File: config.mk
export PLATFORM = sky130hd
export DESIGN_NAME = rv32i_decode_stage
export DESIGN_NICKNAME = d
export VERILOG_FILES = /design/src/rtl/rv32i_decode_stage.sv
export SDC_FILE = /design/constraint.sdc
export NUM_CORES = 1
export LEC_CHECK = 0
export BUFFER_PORTS_ARGS = -buffer_cell sky130_fd_sc_hd__buf_4
export CAP_MARGIN = 30
export CORE_MARGIN = 2
export CORE_UTILIZATION = 39
export CTS_BUF_LIST = sky130_fd_sc_hd__clkbuf_8
export CTS_CLUSTER_DIAMETER = 200
export DETAILED_ROUTE_END_ITERATION = 10
export GPL_TIMING_DRIVEN = 0
export HOLD_SLACK_MARGIN = 0.12
export PLACE_DENSITY_LB_ADDON = 0.2
export SYNTH_ARGS = -nofsm -noshare
export SYNTH_HDL_FRONTEND = slang
export SYNTH_SLANG_ARGS = --single-unit
File: constraint.sdc
create_clock -name clk -period 2.27 [get_ports clk]
set_input_delay 0 -clock clk [delete_from_list [all_inputs] [get_ports clk]]
set_output_delay 0 -clock clk [all_outputs]
set_load 0.02 [all_outputs]
File: src/rtl/rv32i_decode_stage.sv
// rv32i_decode_stage: registered RV32I decoder. A combinational decoder feeds an
// output register backed by a one-entry skid register, so the fetch side sees a
// registered in_ready and the stage still sustains one instruction per cycle.
module rv32i_decode_stage #(
  parameter int CNT_W = 16
) (
  input  logic             clk,
  input  logic             reset_n,
  input  logic             in_valid,
  output logic             in_ready,
  input  logic [31:0]      in_instr,
  input  logic [31:0]      in_pc,
  output logic             out_valid,
  input  logic             out_ready,
  output logic [31:0]      out_pc,
  output logic [3:0]       out_class,
  output logic [4:0]       out_rd,
  output logic [4:0]       out_rs1,
  output logic [4:0]       out_rs2,
  output logic [2:0]       out_funct3,
  output logic             out_alt,
  output logic [31:0]      out_imm,
  output logic             out_reg_write,
  output logic             out_mem_read,
  output logic             out_mem_write,
  output logic             out_branch,
  output logic             out_jump,
  output logic             out_alu_src,
  output logic             out_illegal,
  output logic [CNT_W-1:0] decode_count,
  output logic [CNT_W-1:0] illegal_count
);

  localparam logic [6:0] OPC_OP     = 7'b0110011;
  localparam logic [6:0] OPC_OP_IMM = 7'b0010011;
  localparam logic [6:0] OPC_LOAD   = 7'b0000011;
  localparam logic [6:0] OPC_STORE  = 7'b0100011;
  localparam logic [6:0] OPC_BRANCH = 7'b1100011;
  localparam logic [6:0] OPC_LUI    = 7'b0110111;
  localparam logic [6:0] OPC_AUIPC  = 7'b0010111;
  localparam logic [6:0] OPC_JAL    = 7'b1101111;
  localparam logic [6:0] OPC_JALR   = 7'b1100111;

  localparam logic [6:0] F7_ALT = 7'b0100000;

  typedef struct packed {
    logic [31:0] pc;
    logic [3:0]  cls;
    logic [4:0]  rd;
    logic [4:0]  rs1;
    logic [4:0]  rs2;
    logic [2:0]  funct3;
    logic        alt;
    logic [31:0] imm;
    logic        reg_write;
    logic        mem_read;
    logic        mem_write;
    logic        branch;
    logic        jump;
    logic        alu_src;
    logic        illegal;
  } bundle_t;

  logic [6:0]  opcode;
  logic [2:0]  f3;
  logic [6:0]  f7;
  logic [4:0]  rd_field;
  logic [4:0]  rs1_field;
  logic [4:0]  rs2_field;
  logic [31:0] imm_i;
  logic [31:0] imm_s;
  logic [31:0] imm_b;
  logic [31:0] imm_u;
  logic [31:0] imm_j;

  assign opcode    = in_instr[6:0];
  assign f3        = in_instr[14:12];
  assign f7        = in_instr[31:25];
  assign rd_field  = in_instr[11:7];
  assign rs1_field = in_instr[19:15];
  assign rs2_field = in_instr[24:20];
  assign imm_i     = {{20{in_instr[31]}}, in_instr[31:20]};
  assign imm_s     = {{20{in_instr[31]}}, in_instr[31:25], in_instr[11:7]};
  assign imm_b     = {{19{in_instr[31]}}, in_instr[31], in_instr[7], in_instr[30:25], in_instr[11:8], 1'b0};
  assign imm_u     = {in_instr[31:12], 12'b0};
  assign imm_j     = {{11{in_instr[31]}}, in_instr[31], in_instr[19:12], in_instr[20], in_instr[30:21], 1'b0};

  bundle_t dec;
  logic    use_rd;
  logic    use_rs1;
  logic    use_rs2;
  logic    legal;

  // Decode the offered word into a full bundle; illegal words collapse to class 15.
  always_comb begin
    dec     = '0;
    use_rd  = 1'b0;
    use_rs1 = 1'b0;
    use_rs2 = 1'b0;
    legal   = 1'b1;
    unique case (opcode)
      OPC_OP: begin
        dec.cls = 4'd0;
        use_rd  = 1'b1; use_rs1 = 1'b1; use_rs2 = 1'b1;
        dec.alt = in_instr[30];
        legal   = (f7 == 7'b0) || ((f7 == F7_ALT) && ((f3 == 3'b000) || (f3 == 3'b101)));
      end
      OPC_OP_IMM: begin
        dec.cls     = 4'd1;
        use_rd      = 1'b1; use_rs1 = 1'b1;
        dec.alu_src = 1'b1;
        // Shift amounts are unsigned; the upper bits carry funct7 instead.
        dec.imm     = ((f3 == 3'b001) || (f3 == 3'b101)) ? {27'b0, in_instr[24:20]} : imm_i;
        dec.alt     = (f3 == 3'b101) ? in_instr[30] : 1'b0;
        legal       = !(((f3 == 3'b001) && (f7 != 7'b0)) ||
                        ((f3 == 3'b101) && (f7 != 7'b0) && (f7 != F7_ALT)));
      end
      OPC_LOAD: begin
        dec.cls      = 4'd2;
        use_rd       = 1'b1; use_rs1 = 1'b1;
        dec.imm      = imm_i;
        dec.mem_read = 1'b1;
        dec.alu_src  = 1'b1;
        legal        = (f3 != 3'b011) && (f3 != 3'b110) && (f3 != 3'b111);
      end
      OPC_STORE: begin
        dec.cls       = 4'd3;
        use_rs1       = 1'b1; use_rs2 = 1'b1;
        dec.imm       = imm_s;
        dec.mem_write = 1'b1;
        dec.alu_src   = 1'b1;
        legal         = (f3 <= 3'b010);
      end
      OPC_BRANCH: begin
        dec.cls    = 4'd4;
        use_rs1    = 1'b1; use_rs2 = 1'b1;
        dec.imm    = imm_b;
        dec.branch = 1'b1;
        legal      = (f3 != 3'b010) && (f3 != 3'b011);
      end
      OPC_LUI: begin
        dec.cls     = 4'd5;
        use_rd      = 1'b1;
        dec.imm     = imm_u;
        dec.alu_src = 1'b1;
      end
      OPC_AUIPC: begin
        dec.cls     = 4'd6;
        use_rd      = 1'b1;
        dec.imm     = imm_u;
        dec.alu_src = 1'b1;
      end
      OPC_JAL: begin
        dec.cls     = 4'd7;
        use_rd      = 1'b1;
        dec.imm     = imm_j;
        dec.jump    = 1'b1;
        dec.alu_src = 1'b1;
      end
      OPC_JALR: begin
        dec.cls     = 4'd8;
        use_rd      = 1'b1; use_rs1 = 1'b1;
        dec.imm     = imm_i;
        dec.jump    = 1'b1;
        dec.alu_src = 1'b1;
        legal       = (f3 == 3'b000);
      end
      default: legal = 1'b0;
    endcase
    dec.pc        = in_pc;
    dec.funct3    = f3;
    dec.rd        = use_rd  ? rd_field  : 5'd0;
    dec.rs1       = use_rs1 ? rs1_field : 5'd0;
    dec.rs2       = use_rs2 ? rs2_field : 5'd0;
    dec.reg_write = use_rd && (rd_field != 5'd0);
    if (!legal) begin
      dec         = '0;
      dec.pc      = in_pc;
      dec.funct3  = f3;
      dec.cls     = 4'd15;
      dec.illegal = 1'b1;
    end
  end

  bundle_t out_reg, out_next;
  bundle_t skid_reg, skid_next;
  logic    out_valid_reg, out_valid_next;
  logic    skid_valid_reg, skid_valid_next;
  logic    in_ready_reg;
  logic    accept;
  logic    drain;
  logic [CNT_W-1:0] decode_count_reg;
  logic [CNT_W-1:0] illegal_count_reg;

  assign accept = in_valid && in_ready_reg;
  assign drain  = out_valid_reg && out_ready;

  // Steer accepted words: output register when it is free or draining, else the skid.
  always_comb begin
    out_next        = out_reg;
    out_valid_next  = out_valid_reg;
    skid_next       = skid_reg;
    skid_valid_next = skid_valid_reg;
    if (!out_valid_reg || drain) begin
      if (skid_valid_reg) begin
        // in_ready is low while the skid is full, so no accept can collide here.
        out_next        = skid_reg;
        out_valid_next  = 1'b1;
        skid_valid_next = 1'b0;
      end else if (accept) begin
        out_next       = dec;
        out_valid_next = 1'b1;
      end else begin
        out_valid_next = 1'b0;
      end
    end else if (accept) begin
      skid_next       = dec;
      skid_valid_next = 1'b1;
    end
  end

  // Pipeline registers; in_ready is registered from the next skid occupancy.
  always_ff @(posedge clk or negedge reset_n) begin
    if (!reset_n) begin
      out_reg        <= '0;
      skid_reg       <= '0;
      out_valid_reg  <= 1'b0;
      skid_valid_reg <= 1'b0;
      in_ready_reg   <= 1'b1;
    end else begin
      out_reg        <= out_next;
      skid_reg       <= skid_next;
      out_valid_reg  <= out_valid_next;
      skid_valid_reg <= skid_valid_next;
      in_ready_reg   <= !skid_valid_next;
    end
  end

  // Saturating delivery counters, stepped on each completed output handshake.
  always_ff @(posedge clk or negedge reset_n) begin
    if (!reset_n) begin
      decode_count_reg  <= '0;
      illegal_count_reg <= '0;
    end else if (drain) begin
      if (decode_count_reg != '1) decode_count_reg <= decode_count_reg + 1'b1;
      if (out_reg.illegal && (illegal_count_reg != '1)) illegal_count_reg <= illegal_count_reg + 1'b1;
    end
  end

  assign in_ready      = in_ready_reg;
  assign out_valid     = out_valid_reg;
  assign out_pc        = out_reg.pc;
  assign out_class     = out_reg.cls;
  assign out_rd        = out_reg.rd;
  assign out_rs1       = out_reg.rs1;
  assign out_rs2       = out_reg.rs2;
  assign out_funct3    = out_reg.funct3;
  assign out_alt       = out_reg.alt;
  assign out_imm       = out_reg.imm;
  assign out_reg_write = out_reg.reg_write;
  assign out_mem_read  = out_reg.mem_read;
  assign out_mem_write = out_reg.mem_write;
  assign out_branch    = out_reg.branch;
  assign out_jump      = out_reg.jump;
  assign out_alu_src   = out_reg.alu_src;
  assign out_illegal   = out_reg.illegal;
  assign decode_count  = decode_count_reg;
  assign illegal_count = illegal_count_reg;

endmodule
==> impl_metrics.env <==
export IMPL_fin_setup_tns_ps=0
export IMPL_final_cell_mix="222 x dfrtp_1, 221 x nand2_1, 192 x buf_4"
export IMPL_cpMostUsedCell="buf_2"
export IMPL_start_util=0.3997
export IMPL_synth_edf_count=0
export IMPL_tightest_slew_ps=755.3
export IMPL_relSlewSlack=0.4964
export IMPL_yosysTopAreaCell="dfrtp_1"
export IMPL_antenna_found_initial=0
export IMPL_fp_coreArea_um2=25330
export IMPL_cts_htree_levels=2
export IMPL_hp_class="in2reg"
export IMPL_yosys_warnings=0
export IMPL_cp_arrival_ps=2580
export IMPL_hold_viol=0
export IMPL_fin_ws_ps=108.0
export IMPL_async_reset_ff_frac=1.000
export IMPL_fin_nets=1418
export IMPL_finalSetupViolCount=0
export IMPL_largest_reg_flops=94
export IMPL_grt_pass1_vias=9035
export IMPL_synth_seq_cells=223
export IMPL_cp_required_ps=2690
export IMPL_cp_start_kind="primary input"
export IMPL_crit_path_end_kind="flip-flop"
export IMPL_crit_path_top_delay_cell="dlygate4sd3_1"
export IMPL_wire_per_inst_um=18.75
export IMPL_leakage_nw=6.578
export IMPL_rows=58
export IMPL_post_route_drc_count=0
export IMPL_grt_first_pass_wirelength_mm=49.97
export IMPL_cts_buffer_depth=3
export IMPL_clock_tree_root_cell="clkbuf_8"
export IMPL_powerDensity_nw_per_um2=827.4
export IMPL_finalCritPeriodShare=0.9524
export IMPL_cts_setup_buffers=0
export IMPL_yosysSeqAreaShare=0.5514
export IMPL_crit_type="in2reg"
export IMPL_syn_inst=1046
export IMPL_path_cells="dlygate4sd3_1 -> buf_4 -> buf_2 -> and3b_1 -> nand2_1 -> o21ai_1 -> and2_1 -> buf_2 -> a21oi_1 -> o31ai_1"
export IMPL_drtIter0Drc=886
export IMPL_clock_sinks=223
export IMPL_numCtsBuffers=39
export IMPL_antenna_left=0
export IMPL_clk_insertion_delay_late_ps=530
export IMPL_synthesis_nets=1116
export IMPL_fin_crit_ps=2162
export IMPL_netlist_area_um2=10120
export IMPL_synthTopCellsByArea="dfrtp_1 55%, nand2_1 8.2%, o31ai_1 4.4%"
export IMPL_pre_cts_slack_ps=-438.8
export IMPL_grt_max_degree=85
export IMPL_yosysTopAreaCellShare=0.5488
export IMPL_whs_ps=216.0
export IMPL_syn_to_final_growth_pct=33.73
export IMPL_grt_use_total=0.2357
export IMPL_worstPathMaxFanout=10
export IMPL_clk_pin_slew_ps=60
export IMPL_skew_ps=11.22
export IMPL_drtPass1Iterations=6
export IMPL_ys_flop_type="dfrtp_1"
export IMPL_yosysUniqueCellTypes=59
export IMPL_die_w_um=165.1
export IMPL_timing_fmax_ghz=0.4625
export IMPL_rsz0062_at_grt="true"
export IMPL_cap_violations=0
export IMPL_gp_congestion=0.9095
export IMPL_dieArea_um2=27260
export IMPL_slew_viol_final=0
export IMPL_status="complete, no violations"
export IMPL_dieHeight_um=165.1
export IMPL_postSynthAreaPerCell_um2=9.677
export IMPL_final_common_cell="dfrtp_1"
export IMPL_dp_hpwl_mm=22.22
export IMPL_worst_path_largest_cell_delay_ps=530
export IMPL_io_buffer_count=192
export IMPL_grt_ovfl_total=0
export IMPL_via_count=9163
export IMPL_vias_per_cell=5.371
export IMPL_ir_drop_mv=0.5116
export IMPL_diodes=0
export IMPL_cts_tree="yes"
export IMPL_io_pins=196
export IMPL_layout_drive_gt1_share=0.2100
export IMPL_drt_wl_total_mm=31.99
kinds of logic after synthesis:
group	share of synthesized area
AO/OA/AOI/OAI	0.1700
multiplexers	0.03684
flip-flops	0.5514
buffers and inverters	0.03906
adder cells (fa/ha/maj)	0.002472
XOR/XNOR	0.02423
AND/OR/NAND/NOR	0.1760
Yosys cell counts, types with 3 or more instances:
cell type  count
o22ai_1       12
nand3b_1       5
buf_6          5
nor2_1        45
o31ai_1       60
dfrtp_1      222
o21a_1         5
buf_1          4
xor2_1        13
nor4_1         4
or2_2          3
nand2_1      222
and3_1        49
clkbuf_1      60
nand4_1       11
nor3_1         4
xnor2_1       15
a22oi_1        4
inv_1         19
a21oi_1       85
o21ai_0       75
a31oi_1        3
a22o_1        11
mux2i_1       35
nor2b_1        3
or3_1          3
nand2b_1       4
nand3_1       21
a21o_1         3
buf_2          4
per-stage QoR:
stage          power, mW  cell area, um2  cells  utilization
2_1_floorplan      6.261           10120   1046            -
3_3_place_gp       7.452           11980   1568       0.4729
5_1_grt            11.81           13540   1706       0.5345
6_report           11.20           13540   1706       0.5345
3_5_place_dp       7.525           12040   1571       0.4755
4_1_cts            11.32           13520   1708       0.5340
repair_timing:
action / CTS / global route
hold buffers: 69 / 0
pin swaps: 0 / 1
resized for setup: 9 / 16
setup endpoints to repair: 127 / 127
endpoints found under the hold margin: 420 / 0
worst paths after layout:
kind                         startpoint           endpoint  slack (ps)  depth (start not counted)
min in group asynchronous       reset_n  illegal_count[12]         520                          3
hold reg to reg            skid_reg[90]       skid_reg[90]         470                          2
max in group asynchronous       reset_n       skid_reg[22]         940                          4
setup / recovery            in_instr[6]        out_imm[30]         110                         10
setup reg to reg              out_valid        out_imm[30]         150                          6
hold / removal                 in_pc[3]       skid_reg[65]         220                          4
where the power goes:
part | internal [mW] | leakage, nW | switching [mW]
logic | 1.04 | 3.20 | 1.58
registers | 4.53 | 2.91 | 0.400
clock network | 2.03 | 0.463 | 1.62
final cells by class:
| type | count | area (um2) |
|---|---|---|
| inverters | 19 | 71.32 |
| well taps | 330 | 412.9 |
| clock inverters | 17 | 65.06 |
| repair buffers | 264 | 2200 |
| flip-flops and latches | 223 | 5582 |
| multi-input cells | 730 | 4160 |
| plain buffers | 71 | 330.3 |
| fillers | 2333 | 11790 |
| clock buffers | 52 | 715.7 |
metal layers:
layer / global-route usage / part of all wire / wire [um] / vias to the layer above
met5: 0 / 0 / 0 / -
met4: 0.08538 / 0.030 / 966 / 0
met3: 0.04271 / 0.066 / 2109 / 67
met2: 0.3663 / 0.46 / 14660 / 344
met1: 0.3312 / 0.45 / 14250 / 4477
li1: - / - / - / 4275
worst max-delay path: cells and delay by family:
family | cells | cell delay [ps]
AOI/OAI and AO/OA | 3 | 800
buffers and inverters | 4 | 1090
and+or+nand+nor | 3 | 690
No activity file was read; power rests on OpenSTA's default activity.
